[src/rtl/handshake_pkg.sv]
// Shared definitions for the valid/ready handshake blocks.
// Holds the default data width and the occupancy-count width helper.
package handshake_pkg;

  localparam int unsigned HS_DATA_BITS = 8;

  // Bits needed to hold an occupancy of 0..depth inclusive.
  function automatic int unsigned count_bits(input int unsigned depth);
    return $clog2(depth + 1);
  endfunction

endpackage

[src/rtl/handshake_fifo_mem.sv]
// Register-array storage for the handshake receive FIFO.
// One synchronous write port and one asynchronous read port.
module handshake_fifo_mem
  import handshake_pkg::*;
#(
  parameter int unsigned DATA_BITS = HS_DATA_BITS,
  parameter int unsigned DEPTH     = 4,
  parameter int unsigned ADDR_BITS = $clog2(DEPTH)
) (
  input  logic                 clk,
  input  logic                 we,
  input  logic [ADDR_BITS-1:0] waddr,
  input  logic [DATA_BITS-1:0] wdata,
  input  logic [ADDR_BITS-1:0] raddr,
  output logic [DATA_BITS-1:0] rdata
);

  logic [DATA_BITS-1:0] mem [DEPTH];

  // No reset on the array: contents are only meaningful below the count.
  always_ff @(posedge clk) begin
    if (we) begin
      mem[waddr] <= wdata;
    end
  end

  assign rdata = mem[raddr];

endmodule

[src/rtl/handshake_rx_fifo.sv]
// Slave end of a valid/ready link feeding a first-word-fall-through FIFO.
// Pointers, occupancy, ready and the sticky underflow flag live here.
module handshake_rx_fifo
  import handshake_pkg::*;
#(
  parameter int unsigned DATA_BITS = HS_DATA_BITS,
  parameter int unsigned DEPTH     = 4,
  parameter int unsigned CNT_BITS  = count_bits(DEPTH)
) (
  input  logic                 clk,
  input  logic                 rst,
  input  logic                 s_valid,
  output logic                 s_ready,
  input  logic [DATA_BITS-1:0] s_data,
  input  logic                 rd_en,
  output logic                 rd_valid,
  output logic [DATA_BITS-1:0] rd_data,
  output logic [CNT_BITS-1:0]  count,
  output logic                 rd_underflow
);

  localparam int unsigned PTR_BITS = $clog2(DEPTH);
  localparam logic [CNT_BITS-1:0] FULL_CNT = CNT_BITS'(DEPTH);

  logic [PTR_BITS-1:0] wr_ptr;
  logic [PTR_BITS-1:0] rd_ptr;
  logic [CNT_BITS-1:0] count_q;
  logic [CNT_BITS-1:0] count_nxt;
  logic                ready_q;
  logic                underflow_q;
  logic                empty;
  logic                accept;
  logic                pop;

  assign empty  = (count_q == '0);
  assign accept = s_valid && ready_q;
  assign pop    = rd_en && !empty;

  always_comb begin
    count_nxt = count_q;
    case ({accept, pop})
      2'b10:   count_nxt = count_q + 1'b1;
      2'b01:   count_nxt = count_q - 1'b1;
      default: count_nxt = count_q;
    endcase
  end

  // Ready is registered from the next occupancy so it never depends
  // combinationally on s_valid or rd_en, and stays low through reset.
  always_ff @(posedge clk) begin
    if (rst) begin
      wr_ptr      <= '0;
      rd_ptr      <= '0;
      count_q     <= '0;
      ready_q     <= 1'b0;
      underflow_q <= 1'b0;
    end else begin
      if (accept) begin
        wr_ptr <= wr_ptr + 1'b1;
      end
      if (pop) begin
        rd_ptr <= rd_ptr + 1'b1;
      end
      count_q <= count_nxt;
      ready_q <= (count_nxt != FULL_CNT);
      if (rd_en && empty) begin
        underflow_q <= 1'b1;
      end
    end
  end

  handshake_fifo_mem #(
    .DATA_BITS (DATA_BITS),
    .DEPTH     (DEPTH),
    .ADDR_BITS (PTR_BITS)
  ) u_mem (
    .clk   (clk),
    .we    (accept),
    .waddr (wr_ptr),
    .wdata (s_data),
    .raddr (rd_ptr),
    .rdata (rd_data)
  );

  assign s_ready      = ready_q;
  assign rd_valid     = !empty;
  assign count        = count_q;
  assign rd_underflow = underflow_q;

endmodule

[config.mk]
export PLATFORM = sky130hd
export DESIGN_NAME = handshake_rx_fifo
export DESIGN_NICKNAME = d
export VERILOG_FILES = /design/src/rtl/handshake_pkg.sv /design/src/rtl/handshake_fifo_mem.sv /design/src/rtl/handshake_rx_fifo.sv
export SDC_FILE = /design/constraint.sdc
export NUM_CORES = 1
export LEC_CHECK = 0
export CAP_MARGIN = 40
export CORE_UTILIZATION = 59
export CTS_BUF_LIST = sky130_fd_sc_hd__clkbuf_4 sky130_fd_sc_hd__clkbuf_8
export CTS_CLUSTER_DIAMETER = 60
export DETAILED_ROUTE_END_ITERATION = 10
export PLACE_DENSITY = 0.86
export SLEW_MARGIN = 0
export SYNTH_ARGS = -nofsm -noshare
export SYNTH_HDL_FRONTEND = slang
export SYNTH_SLANG_ARGS = --single-unit
export TNS_END_PERCENT = 5
[constraint.sdc]
create_clock -name clk -period 3.3 [get_ports clk]
set_input_delay 0.495 -clock clk [delete_from_list [all_inputs] [get_ports clk]]
set_output_delay 0.495 -clock clk [all_outputs]
set_load 0.03 [all_outputs]
### After elaboration in Yosys (flattened, before gate mapping)

Memories as Yosys holds them, arrays and structs flattened. A register that Yosys moved wholly into a read port is not among the register bits.
Index checks and enable logic that the tools add are counted.

* memory bits (read-only): 0
* flip-flop bits (word level): 9
* RAM bits: 32
* latch bits: 0
* memories: 1
* input bits: 12
* output and inout bits: 14

* bitwise logic cells: 0
* mux-type cells: 5
* equality and inequality tests: 3
* div/mod/pow operators: 0
* add/sub/neg operators: 4
* reductions and logical operators: 5
* order comparisons: 0
* shift operators: 0
* multiply operators: 0

Memory list
* u_mem.mem: words 4, width 8, read ports 1, clocked after memory_dff 1, wr ports 1, RTL line handshake_fifo_mem.sv:18 `logic [DATA_BITS-1:0] mem [DEPTH];`

Operators by type and width (count)
* 3-bit one-hot mux with 2 select lines: 1
* 2-bit by 1-bit adder with 2-bit output (second input constant): 2
* 2-bit 2-to-1 mux: 2
* 3-bit by 1-bit adder with 3-bit output (second input constant): 1
* 1-bit logical AND: 3
* 3-bit zero test: 1
* 3-bit inequality test (second input constant): 1
* 3-bit by 1-bit subtractor with 3-bit output (second input constant): 1
* 2-bit by 1-bit equality test with 1-bit output (second input constant): 1
* 2-bit equality test (second input constant): 1
* 1-bit 2-to-1 mux: 2
* 1-bit zero test: 1

### Logic depth before layout (Yosys ltp)

Gate-level depths: netlist of run 1.

* word-level depth: 6
* depth in mapped cells: 8
* mapped depth without buffers: 8

### Hierarchy

From an unflattened synthesis of run 1, not the netlist that was laid out.

* cell total of the unflattened synthesis: 94
* area, all modules: 1611.5 um^2

Modules (own cells, without submodules)
* handshake_fifo_mem: cells each 46, instances 1, seq. area each 960.9 um^2, area an instance 1188.6 um^2
* handshake_rx_fifo: cells each 48, instances 1, seq. area each 180.2 um^2, area an instance 422.9 um^2

### Worst setup path after synthesis of run 1

No wires, ideal clock.

* path kind: register to register
* start: register count_q[0] (netlist: count[0])
* end: register ready_q (netlist: s_ready)
* clock period less this slack: 2178 ps
* data arrival time: 2116 ps
* path slack: 1122 ps
* path buffers: 0
* stages on the path, launching flop included: 9
* cell sequence: dfxtp_1 o31ai_1 inv_1 ha_1 inv_1 fa_1 xor2_1 or4b_1 nand3_1

* longest elaborated chain between the ends: 6
* elaborated cells on any way between the ends: 9

Ends and longest elaborated chain
* start, declared: RTL line handshake_rx_fifo.sv:27 `logic [CNT_BITS-1:0] count_q;`
* start signal, assigned: RTL line handshake_rx_fifo.sv:64 `count_q <= count_nxt;`
* 3-bit zero test (*): RTL line handshake_rx_fifo.sv:35 `assign empty = (count_q == '0);`
* 1-bit zero test (*): RTL line handshake_rx_fifo.sv:37 `assign pop = rd_en && !empty;`
* 1-bit logical AND (*): RTL line handshake_rx_fifo.sv:37
* named net pop: RTL line handshake_rx_fifo.sv:33 `logic pop;`
* 2-bit by 1-bit equality test with 1-bit output / 2-bit equality test (equally long branches): RTL line handshake_rx_fifo.sv:41 `case ({accept, pop})`
* 3-bit one-hot mux with 2 select lines (*): RTL line handshake_rx_fifo.sv:41
* 3-bit inequality test (*): RTL line handshake_rx_fifo.sv:65 `ready_q <= (count_nxt != FULL_CNT);`
* end signal, assigned: RTL line handshake_rx_fifo.sv:65
* end, declared: RTL line handshake_rx_fifo.sv:29 `logic ready_q;`

Mark *: on every way through the listed nets, which the timed path passes. The rest lies on a longest branch.
A chain may end at the register's enable or synchronous reset.

==> results of run 1 <==
[area by class of cell]
type	instances	area share, %
sequential	43	57.74
multi-input combinational	49	23.12
timing repair buffer	25	12.23
clock inverter	3	1.896
tap	31	1.896
clock buffer	5	1.835
inverter	7	1.284
[worst max-delay path: cells and delay by family (launching register included)]
family / cells / cell delay, ps
flip-flops: 1 / 680
multiplexers: 1 / 580
buffers and inverters: 1 / 610
[kinds of logic (layout without fill, tap and decap cells)]
kind of cell,count (synthesis),in the layout,synth area share (%)
AOI/OAI and AO/OA,10,10,3.548
xor gates and xnor gates,4,4,2.070
adders and majority gates,6,6,4.878
buffers and inverters,10,40,2.291
DFF,43,43,69.77
muxes,8,8,10.64
and+or+nand+nor,21,21,6.800
[cells in the final DEF, fill, tap and decap left out]
master,synthesis,routed
edfxtp_1,32,32
clkdlybuf4s50_1,0,25
dfxtp_1,11,11
mux4_2,8,8
inv_1,7,7
nor2_1,6,6
ha_1,5,5
clkbuf_4,0,5
and3_1,4,4
a21oi_1,4,4
nand2_1,3,3
xor2_1,3,3
o21ai_0,3,3
or3_1,2,2
nand3_1,2,2
o31ai_1,1,1
nor3_2,1,1
xnor2_1,1,1
nor2b_1,1,1
a211oi_1,1,1
nor3b_1,1,1
a211o_2,1,1
or4b_1,1,1
fa_1,1,1
clkinv_2,0,1
bufinv_16,0,1
clkinv_1,0,1
[where the power goes]
group          switching [mW]  internal (mW)  leakage [nW]
Sequential             0.0832          0.668         0.382
Combinational           0.336          0.296         0.288
Clock                   0.162          0.156        0.0426
[state kept, by name (all words and copies together), names as in the netlist, named ones only]
register      cells
u_mem.mem        32
count             3
rd_ptr            2
wr_ptr            2
rd_underflow      1
s_ready           1
[layer usage]
layer  GRT usage, %  part of all wire, %  vias up
li1               -                    -      441
met1          21.85                   40      449
met2          33.39                   53       26
met3          5.386                  4.9        6
met4          12.50                  2.3        0
met5              0                    0        -
[stage by stage]
stage               hold WS, ps  power (mW)  instance area, sq um
CTS                       513.2       1.713                  2046
global placement          451.1       1.372                  1969
floorplan                 459.1       1.168                  1693
finish                    509.1       1.701                  2046
detailed placement        482.4       1.399                  1969
global route              529.7       1.781                  2046
[final timing paths]
| kind | end | start | slack, ps | cells after the start |
|---|---|---|---|---|
| setup / recovery | rd_data[4] | flop | 590 | 2 |
| hold reg to reg | rd_underflow$_SDFFE_PP0P_ | rd_underflow$_SDFFE_PP0P_ | 510 | 2 |
| setup reg to reg | s_ready$_SDFF_PP0_ | count[0]$_SDFF_PP0_ | 1140 | 8 |
| hold / removal | rd_underflow$_SDFFE_PP0P_ | rd_underflow$_SDFFE_PP0P_ | 510 | 2 |
==> summary.txt, run 1 <==
YOSYS
---------------------------------------------------------------------------------
Cell area after technology mapping                                   0.001693 sq mm
EDFF count, synth                                                              32
Cell types occupying the most area after synthesis                   edfxtp_1, dfxtp_1, mux4_2, ha_1, inv_1
Share of the yosys chip area belonging to registers                        69.77%
Flip-flop and latch count after synthesis                                      43
Portion of synthesized cell area occupied by the leading cell type         56.76%
Most frequent cells after synthesis                                  edfxtp_1, dfxtp_1, mux4_2
Share of synthesized registers carrying an async set or reset                  0%
Ys flop type                                                             edfxtp_1
Cells after synthesis                                                         102
Number of warnings printed during yosys synthesis                               0
Post-synth net total                                                          120
Cell variety after synth                                                       25
Post-synthesis cell type with the largest combined area                  edfxtp_1
Avg Cell Area, Syn                                                    16.60 sq um
Most frequent cell after synthesis                                       edfxtp_1

JOB
---------------------------------------------------------------------------------
Max capacitance violation total                                                 0

TIMING
---------------------------------------------------------------------------------
Clock period minus final worst setup slack                                2714 ps
Number of pins with negative max-slew slack in the final report                 0
Setup TNS                                                                    0 ps
Final period utilization                                                   82.23%
Crit path setup slack, layout                                            586.3 ps
Final setup skew                                                         7.966 ps
Slew @ Worst Pin                                                         533.8 ps
Final Hold Vio Count                                                            0
Final setup violation count                                                     0
Relative slew margins                                                      64.36%
Max Fclk                                                                368.5 MHz
Unrepaired setup endpoints after global routing                                no

GLOBAL ROUTE
---------------------------------------------------------------------------------
Aggregate global-route resource usage                                      19.70%
Gr ovfl total                                                                   0
Number of antenna violations at the first check in global routing               0
Maximum number of pins on one net before global-route repair                   14
First-pass GRT wire length                                                4305 um
Via count of the first global-routing pass                                    958

FLOORPLAN
---------------------------------------------------------------------------------
Number of placement rows                                                       19
Die boundary height                                                      55.57 um
Die area                                                             0.003087 sq mm
Number of ports placed on the die boundary                                     26
Area of the placeable core                                           0.002734 sq mm
Starting Density                                                           61.92%
Width of the die                                                         55.57 um

POWER AND IR DROP
---------------------------------------------------------------------------------
Cell area power density                                              831.5 mW/mm^2
Peak supply drop                                                      0.0007864 V
Leakage power                                                           0.7129 nW

PLACEMENT
---------------------------------------------------------------------------------
Placed Instances                                                              155
Post-placement worst setup slack                                         701.3 ps
Placed wire-length estimate                                               1970 um
Port buffer count                                                              25
Routability congestion estimate from global placement                      0.7344

WORST SETUP PATH
---------------------------------------------------------------------------------
Category of the worst setup path launch point                                flop
Required time reported for the critical path endpoint                     2800 ps
Classification of the worst setup path                               flop to output pin
List of cells traversed by the critical path                         mux4_2 -> clkdlybuf4s50_1
Slowest cell on the critical path                                         dfxtp_1
Signal arrival time at the worst endpoint                                 2220 ps
Worst-path fanout max                                                           8
Critical Path Sink Type                                                output pin
Max incr delay on CP                                                       680 ps

WORST HOLD PATH
---------------------------------------------------------------------------------
Classification of the worst-slack hold path                          flop to flop

CELLS AND AREA
---------------------------------------------------------------------------------
Ant diodes                                                                      0
Share of post-route cells with drive strength above 1                      12.88%
Core Util, Final                                                           74.83%
Final #Nets                                                                   149
Non-filler instance count after layout                                        163
Total area of sequential cells                                       0.001181 sq mm
Area growth, synth to finish                                               20.84%
Filler cell count in the final layout                                         171
Total area of multi-input combinational cells                         473.0 sq um

DETAILED ROUTING
---------------------------------------------------------------------------------
Initial drt markers                                                            24
Average via count per standard cell                                         5.656
Detailed-route wire length                                                2768 um
Average detailed-routed wire length per instance                         16.98 um
Remaining DRCs                                                                  0
DRT antenna net count                                                           0
DR vias                                                                       922
Drt pass-1 iters                                                                4

RUN STATUS
---------------------------------------------------------------------------------
Outcome                                                              finished clean

CLOCK TREE
---------------------------------------------------------------------------------
Clock tree from TritonCTS                                                   built
Maximum buffer depth of the clock tree                                          2
Clock transition at the registers of the reported paths                    120 ps
Hold-fix buffers at CTS                                                         0
Number of CTS-inserted buffers                                                  5
Root Buffer                                                              clkbuf_4
Number of levels the H-tree was split into                                      2
Worst skew pair latency                                                    360 ps
Buffers inserted during post-CTS setup optimization                             0
Clock Sink Count                                                               43
Quantity of gates resized following cts                                         0

(Power assumes the default switching activity.)
==> inputs of run 2 (changes only) <==
--- a/config.mk
+++ b/config.mk
@@ -6,11 +6,11 @@
 export NUM_CORES = 1
 export LEC_CHECK = 0
 export CAP_MARGIN = 40
-export CORE_UTILIZATION = 59
+export CORE_UTILIZATION = 55
 export CTS_BUF_LIST = sky130_fd_sc_hd__clkbuf_4 sky130_fd_sc_hd__clkbuf_8
 export CTS_CLUSTER_DIAMETER = 60
 export DETAILED_ROUTE_END_ITERATION = 10
-export PLACE_DENSITY = 0.86
+export PLACE_DENSITY = 0.81
 export SLEW_MARGIN = 0
 export SYNTH_ARGS = -nofsm -noshare
 export SYNTH_HDL_FRONTEND = slang
==> constraint.sdc (replaced) <==
create_clock -name clk -period 2.55 [get_ports clk]
set_input_delay 0.3825 -clock clk [delete_from_list [all_inputs] [get_ports clk]]
set_output_delay 0.3825 -clock clk [all_outputs]
set_load 0.03 [all_outputs]
==> summary.txt, run 2 (same netlist as run 1, synthesis figures left out) <==
CLOCK TREE
--------------------------------------------------------------------------------
Root Buffer                                                             clkbuf_4
Quantity of gates resized following cts                                        0   unchanged
Number of CTS-inserted buffers                                                 5   unchanged
Clock tree from TritonCTS                                                  built
Number of levels the H-tree was split into                                     2   unchanged
Worst skew pair latency                                                   350 ps   about the same
Clock Sink Count                                                              43   unchanged
Maximum buffer depth of the clock tree                                         2   unchanged
Hold-fix buffers at CTS                                                        0   unchanged
Clock transition at the registers of the reported paths                   120 ps   about the same
Buffers inserted during post-CTS setup optimization                            0   unchanged

WORST HOLD PATH
--------------------------------------------------------------------------------
Cells on Worst Hold Path                                                       2   unchanged
Classification of the worst-slack hold path                         flop to flop

TIMING
--------------------------------------------------------------------------------
Setup TNS                                                                   0 ps   unchanged
Final period utilization                                                  92.51%
Unrepaired setup endpoints after global routing                               no
Hold WS                                                                 502.6 ps   -6.506 ps
Clock period minus final worst setup slack                               2359 ps
Final setup violation count                                                    0   unchanged
Slew @ Worst Pin                                                        434.9 ps   -98.97 ps
Number of pins with negative max-slew slack in the final report                0   unchanged
Final setup skew                                                        8.439 ps   +0.4722 ps
Max Fclk                                                               423.9 MHz
Relative slew margins                                                     71.01%   +6.6 points
Final Hold Vio Count                                                           0   unchanged

CELLS AND AREA
--------------------------------------------------------------------------------
Area growth, synth to finish                                              21.51%
Most frequent cells in the layout                                   edfxtp_1, clkdlybuf4s50_1, dfxtp_1, mux4_2, inv_1
Core Util, Final                                                          72.71%   -2.1 points
Filler cell count in the final layout                                        188   +9.9%
Largest Register                                                       u_mem.mem
Share of post-route cells with drive strength above 1                     14.93%   +2.0 points
Max FFs per register                                                          32   unchanged
Final #Nets                                                                  151   +1.3%
Ant diodes                                                                     0   unchanged
Most common library cell in the layout ignoring fill and taps           edfxtp_1

DETAILED ROUTING
--------------------------------------------------------------------------------
Average detailed-routed wire length per instance                        16.06 um   -5.4%
Remaining DRCs                                                                 2   +2
Detailed-route wire length                                               2650 um   -4.3%
DR vias                                                                      920   -0.22%
Average via count per standard cell                                        5.576   -1.4%
Drt pass-1 iters                                                               7   +3
DRT antenna net count                                                          0   unchanged
Initial drt markers                                                           29   +21%

POWER AND IR DROP
--------------------------------------------------------------------------------
Peak supply drop                                                     0.0007817 V   -0.59%
Leakage power                                                          0.7228 nW   +1.4%
Cell area power density                                             1060 mW/mm^2   +27%

RUN STATUS
--------------------------------------------------------------------------------
Outcome                                                             complete, but fails checks
Failing checks                                                               DRC

GLOBAL ROUTE
--------------------------------------------------------------------------------
Gr ovfl total                                                                  0   unchanged
Number of antenna violations at the first check in global routing              0   unchanged
Via count of the first global-routing pass                                   987   +3.0%
First-pass GRT wire length                                               4388 um   +1.9%
Maximum number of pins on one net before global-route repair                  13   -1
Aggregate global-route resource usage                                     18.60%   -1.1 points

FLOORPLAN
--------------------------------------------------------------------------------
Die boundary height                                                     57.48 um   +3.4%
Width of the die                                                        57.48 um   +3.4%
Area of the placeable core                                          0.002829 sq mm   +3.5%
Starting Density                                                          59.84%   -2.1 points
Number of ports placed on the die boundary                                    26   unchanged
Number of placement rows                                                      19   unchanged
Die area                                                            0.003304 sq mm   +7.0%

WORST SETUP PATH
--------------------------------------------------------------------------------
Worst-path fanout max                                                          4   -4
Category of the worst setup path launch point                               flop
Required time reported for the critical path endpoint                    2170 ps   -630 ps
Critical Path Sink Type                                               output pin
Classification of the worst setup path                              flop to output pin
Cell count of the worst reg-to-reg path                                        8   unchanged
Signal arrival time at the worst endpoint                                1980 ps   -240 ps

PLACEMENT
--------------------------------------------------------------------------------
Routability congestion estimate from global placement                     0.7325   -0.26%
Port buffer count                                                             25   unchanged
Placed wire-length estimate                                              1906 um   -3.2%

JOB
--------------------------------------------------------------------------------
Max capacitance violation total                                                0   unchanged

-- run 2: worst max-delay path: stages (launching register included) --
cell	delay, ps
dfxtp_1	360
buf_4	160
mux4_2	500
clkdlybuf4s50_1	620
-- run 2: report_power, final --
part | switching (mW) | leakage, nW | internal, mW
clock network | 0.201 | 0.0420 | 0.173
registers | 0.0792 | 0.382 | 0.864
logic | 0.463 | 0.299 | 0.399
-- run 2: metrics by stage --
| stage | power (mW) | instance area, sq um | instances | setup slack (ps) |
|---|---|---|---|---|
| after floorplan | 1.511 | 1693 | 102 | 372.0 |
| after global placement | 1.805 | 1984 | 157 | 122.3 |
| after detailed placement | 1.827 | 1984 | 157 | 56.22 |
| after CTS | 2.200 | 2057 | 165 | 155.0 |
| after global routing | 2.301 | 2057 | 165 | 93.01 |
| final | 2.180 | 2057 | 165 | 191.0 |
-- run 2: final cells by class --
cell class                      count  area [sq um]  share of cell area [%]
Clock buffer                        8         72.57                   3.528
Inverter                            7         26.28                   1.277
Multi-Input combinational cell     49         473.0                   22.99
Sequential cell                    43          1181                   57.42
Tap cell                           31         38.79                   1.886
Timing Repair Buffer               27         265.3                   12.90
-- run 2: final timing paths --
path / start / endpoint / slack (ps)
max: flop / rd_data[2] / 190
min: rd_underflow$_SDFFE_PP0P_ / rd_underflow$_SDFFE_PP0P_ / 500
max reg2reg: count[0]$_SDFF_PP0_ / s_ready$_SDFF_PP0_ / 400
min reg2reg: rd_underflow$_SDFFE_PP0P_ / rd_underflow$_SDFFE_PP0P_ / 500
-- run 2: routing by layer --
metal / global-route usage [%] / up-vias / routed length, um
met5: 0 / - / 0
met4: 4.878 / 0 / 29
met3: 7.937 / 3 / 133
met2: 30.73 / 20 / 1359
met1: 22.56 / 449 / 1127
li1: - / 448 / -
==> patch 1 (flow settings as in run 2) <==
`DEPTH` is set to 4 in 2 places; all go to 2.
--- a/src/rtl/handshake_fifo_mem.sv
+++ b/src/rtl/handshake_fifo_mem.sv
@@ -6,3 +6,3 @@
   parameter int unsigned DATA_BITS = HS_DATA_BITS,
-  parameter int unsigned DEPTH     = 4,
+  parameter int unsigned DEPTH     = 2,
   parameter int unsigned ADDR_BITS = $clog2(DEPTH)
--- a/src/rtl/handshake_rx_fifo.sv
+++ b/src/rtl/handshake_rx_fifo.sv
@@ -6,3 +6,3 @@
   parameter int unsigned DATA_BITS = HS_DATA_BITS,
-  parameter int unsigned DEPTH     = 4,
+  parameter int unsigned DEPTH     = 2,
   parameter int unsigned CNT_BITS  = count_bits(DEPTH)
Interface: changed (resized count); port bits go from 26 to 25. The function was not compared with the original's and may differ.
==> patch 1 against run 2 <==
Sequential share of layout area shrank 3.5 points. Final cell count shrank 39%. Total power shrank 49%. Worst setup slack gained 0.18 ns. Synthesized area shrank 49%. Clock skew shrank 0.0067 ns. Utilization grew 11 points. Register-to-register slack gained 0.59 ns. Routed wire length shrank 49%. Final area shrank 44%. Sequential cell count shrank 20. Combinational power shrank 48%. Via count shrank 44%. Critical endpoint is now rd_data[4]. Largest power group unchanged.
==> patch 1: results (changes against run 2) <==
Worst R2R Setup Slack=0.99 ns (+0.59 ns); Synthesized Nets=71 (-41%); Synth top cells by count=edfxtp_1 (16), nor2_1 (9), mux2_2 (8); Pleak=0.421 nW (-42%); number of global-route vias before repair=550 (-44%); post-DP HPWL=1050 microns (-45%); # diodes=0 (unchanged); Clock Latency Late Sink=0.30 ns (-0.05 ns); post-synthesis compound-gate area fraction=0.0345 (-0.000994); CP endpoint=rd_data[4]; multiplexer share of the synthesized area=0.103 (-0.00298); DR pass1 iterations=4 (-3); CP startpoint kind=flop; Num CTS Buffers=3 (-2); total track usage=0.174 (-0.0116); reg2reg path depth=4 (-4); first-pass GRT wire length=2240 microns (-49%); non-filler cells in the finished layout=100 (-39%); Slew @ Worst Pin=0.362 ns (-0.0732 ns); top cells by area, synth=edfxtp_1 (55%), dfxtp_1 (16%), mux2_2 (10%); final WL=1360 microns (-49%); # placed instances=96 (-39%); post-place setup slack=0.644 ns (+0.588 ns); Syn Area/Cell=15.0 sq um (-9.5%); post-synthesis sequential area ratio=0.713 (+0.0149); Final Skew=0.00175 ns (-0.00669 ns); Crit path largest cell delay=0.59 ns (-0.03 ns); FF-to-FF End=count[1]; fraction of layout cells with a size suffix above 1=0.153 (+0.00369); Sw Share=0.340 (-0.00158); Synth Area in Adders=0.0144 (-0.0344); initial detailed-routing violation count=9 (-69%); status=finished clean; Worst Path Max Fanout=8 (+4); H-tree depth=1 (-1); max FFs per register=16 (-50%); I/O Buffers=24 (-4.0%); Post-synth EDFFs=16 (-50%); worst vdd ir=658 uV (-16%); Tcrit/Tclk final=0.854 (-0.0708); DRC violations left=0 (-2); fin nets=99 (-34%); Placer Congestion=0.680 (-7.1%); DR vias=515 (-44%); setup repair bufs after CTS=0 (unchanged); Synth Area in XOR/XNOR=0.0503 (+0.0296); WHS=0.499 ns (-0.00376 ns); post-synth cell types=17 (-32%)
## patch 1: kinds of logic (layout without fill, tap and decap cells)
logic type      Yosys count  count (layout)
compound gates            5               5
xor+xnor                  5               5
fa+ha+maj                 1               1
simple gates             13              13
mux                       8               8
flops                    23              23
buf+inv                   3              30
## patch 1: critical path, delay by kind of cell (launching register included)
kind	cells	cell delay, ns
mux	1	0.39
buf+inv	1	0.59
flops	1	0.52
## patch 1: metal layers
layer  global-route usage  vias to the layer above  share of wire
met5                    0                        -              0
met4               0.0581                        0          0.012
met3               0.0478                        2          0.037
met2                0.334                       15           0.56
met1                0.178                      239           0.40
li1                     -                      259              -
## patch 1: through the flow
step	util	area (sq um)
6_report	0.833	1150
5_1_grt	0.833	1150
4_1_cts	0.833	1150
3_5_place_dp	0.811	1120
3_3_place_gp	0.811	1120
2_1_floorplan	-	871
## patch 1: power by group through the flow
stage | clock (mW) | sequential, mW | combinational, mW
after floorplan | 0 | 0.527 | 0.278
after global placement | 0 | 0.517 | 0.439
after detailed placement | 0 | 0.517 | 0.448
after CTS | 0.175 | 0.509 | 0.450
after global routing | 0.189 | 0.518 | 0.475
final | 0.169 | 0.508 | 0.445
## patch 1: final cells by class
| type | instances | area, sq um |
|---|---|---|
| clock buffers | 4 | 30.0 |
| fillers | 72 | 231 |
| inverters | 1 | 3.75 |
| multi-input cells | 32 | 230 |
| flip-flops and latches | 23 | 621 |
| well taps | 15 | 18.8 |
| repair buffers | 25 | 248 |
## patch 1: worst min-delay path by stage
stage / start / end
2_1_floorplan: rst / count[1]
3_3_place_gp: rd_underflow / rd_underflow
3_5_place_dp: rd_underflow / rd_underflow
4_1_cts: rd_underflow / rd_underflow
5_1_grt: rd_underflow / rd_underflow
6_report: rd_underflow / rd_underflow
==> patch 2 (settings of run 2) <==
Without the edit above. Make the reset (`rst`) asynchronous in one clocked block.
--- a/src/rtl/handshake_rx_fifo.sv
+++ b/src/rtl/handshake_rx_fifo.sv
@@ -49,3 +49,3 @@
   // combinationally on s_valid or rd_en, and stays low through reset.
-  always_ff @(posedge clk) begin
+  always_ff @(posedge clk or posedge rst) begin
     if (rst) begin
Check against the original RTL: differs if rst is asserted again (counterexample within 4 cycles, from zero or initial values and one cycle with rst high); with rst held inactive, the same outputs for 10 cycles.
==> patch 2 against run 2 <==
Sequential cell count shrank 2. Routed wire length increased by 10%. Final area fell by 1.4%. Combinational power up 23%. Synthesized cell count is 18% lower. First-iteration DRC count is 6.9% lower. Clock skew shrank 0.0024 ns. Sequential power grew 7%. Via count shrank 9.8%. Total power is 15% higher. Worst setup slack worse by 0.077 ns. Synthesized area down 3.8%. Critical path type unchanged. Highest routed layer unchanged.
==> patch 2: results (changes against run 2) <==
post-place setup slack=-0.0830 ns (-0.139 ns); Syn Area/Cell=19.4 sq um (+17%); status=finished clean; DR pass1 iterations=4 (-3); Synthesized Nets=102 (-15%); Pleak=0.760 nW (+5.2%); reg2reg path depth=7 (-1); FF-to-FF End=s_ready; met2 GRT Util=0.353 (+0.0456); slew margin rel.=0.692 (-0.0176); Vias/cell=5.53 (-0.76%); WL met2=1530 microns (+12%); # diodes=0 (unchanged); clock root cell=clkbuf_4; first-pass GRT wire length=4800 microns (+9.4%); RR Startpoint=count[0]; placed cell area=1940 sq um (-2.3%); Ys Warns=0 (unchanged); final WL=2930 microns (+10%); number of global-route vias before repair=929 (-5.9%); CTS clock-pin slew for the worst setup and hold paths=0.11 ns; Placer Congestion=0.723 (-1.3%); chip width=56.4 microns (-1.8%); Final Skew=0.00601 ns (-0.00243 ns); top routing layer in use=met4; worst hold path type=input port to async pin; post-synthesis sequential area ratio=0.728 (+0.0304); Num CTS Buffers=5 (unchanged); post-synth cell types=20 (-20%); combinational power share=0.420 (+0.025); post-DP HPWL=1950 microns (+2.3%); largest net degree at the start of global routing=13 (unchanged); Crit path largest cell delay=0.63 ns; top cells by area, synth=edfxtp_1 (59%), dfrtp_1 (14%), mux4_2 (11%); Synth top cells by count=edfxtp_1 (32), dfrtp_1 (9), mux4_2 (8); fraction of layout cells with a size suffix above 1=0.176 (+0.0272); H-tree depth=2 (unchanged); Worst R2R Setup Slack=0.32 ns (-0.08 ns); crit path DAT=2.05 ns (+0.07 ns); Met3 Wirelength=109 microns (-18%); post-synthesis async set-or-reset flop share=0.220 (+0.220); I/O Buffers=25 (unchanged); worst vdd ir=1270 uV (+62%); DR vias=830 (-9.8%); Power Clock=446 uW (+19%); Sw Share=0.352 (+0.0112); total track usage=0.216 (+0.0299); fin nets=136 (-9.9%); WHS=0.325 ns (-0.178 ns); initial detailed-routing violation count=27 (-6.9%); met3 usage=0.0737 (-0.00563); Worst Path Max Fanout=7 (+3); cell-internal power=1.63 mW (+13%); antenna violations before repair=0 (unchanged); DRT met1 WL=1210 microns (+7.5%); family with the most delay on the worst path=buffers and inverters; M1 GR Usage=0.265 (+0.0390)
[patch 2: cell types whose count changed in the layout (fill, tap and decap cells not counted), moves of 4 or more]
cell / delta
dfxtp_1: -11
dfrtp_1: +9
nor2_1: -6
a21oi_1: -4
[patch 2: worst max-delay path by stage]
stage / end / slack, ns / cells past startpoint
3_3_place_gp: s_ready / 0.05 / 8
4_1_cts: rd_data[7] / 0.1 / 3
3_5_place_dp: s_ready / -0.08 / 8
5_1_grt: rd_data[7] / 0.04 / 3
2_1_floorplan: s_ready / 0.31 / 7
6_report: rd_data[7] / 0.11 / 3
[patch 2: cells by family after synthesis]
family,after synthesis,synth area share
compound gates,4,0.0200
xor+xnor,5,0.0269
fa+ha+maj,6,0.0507
buf+inv,9,0.0215
flops,41,0.728
mux,10,0.124
simple gates,9,0.0292
[patch 2: cell type report]
cell class	instances	area (sq um)
tap	31	38.8
sequential	41	1190
timing repair buffer	29	280
multi-input combinational	34	408
clock inverter	1	30.0
clock buffer	7	58.8
fill	174	753
inverter	7	26.3
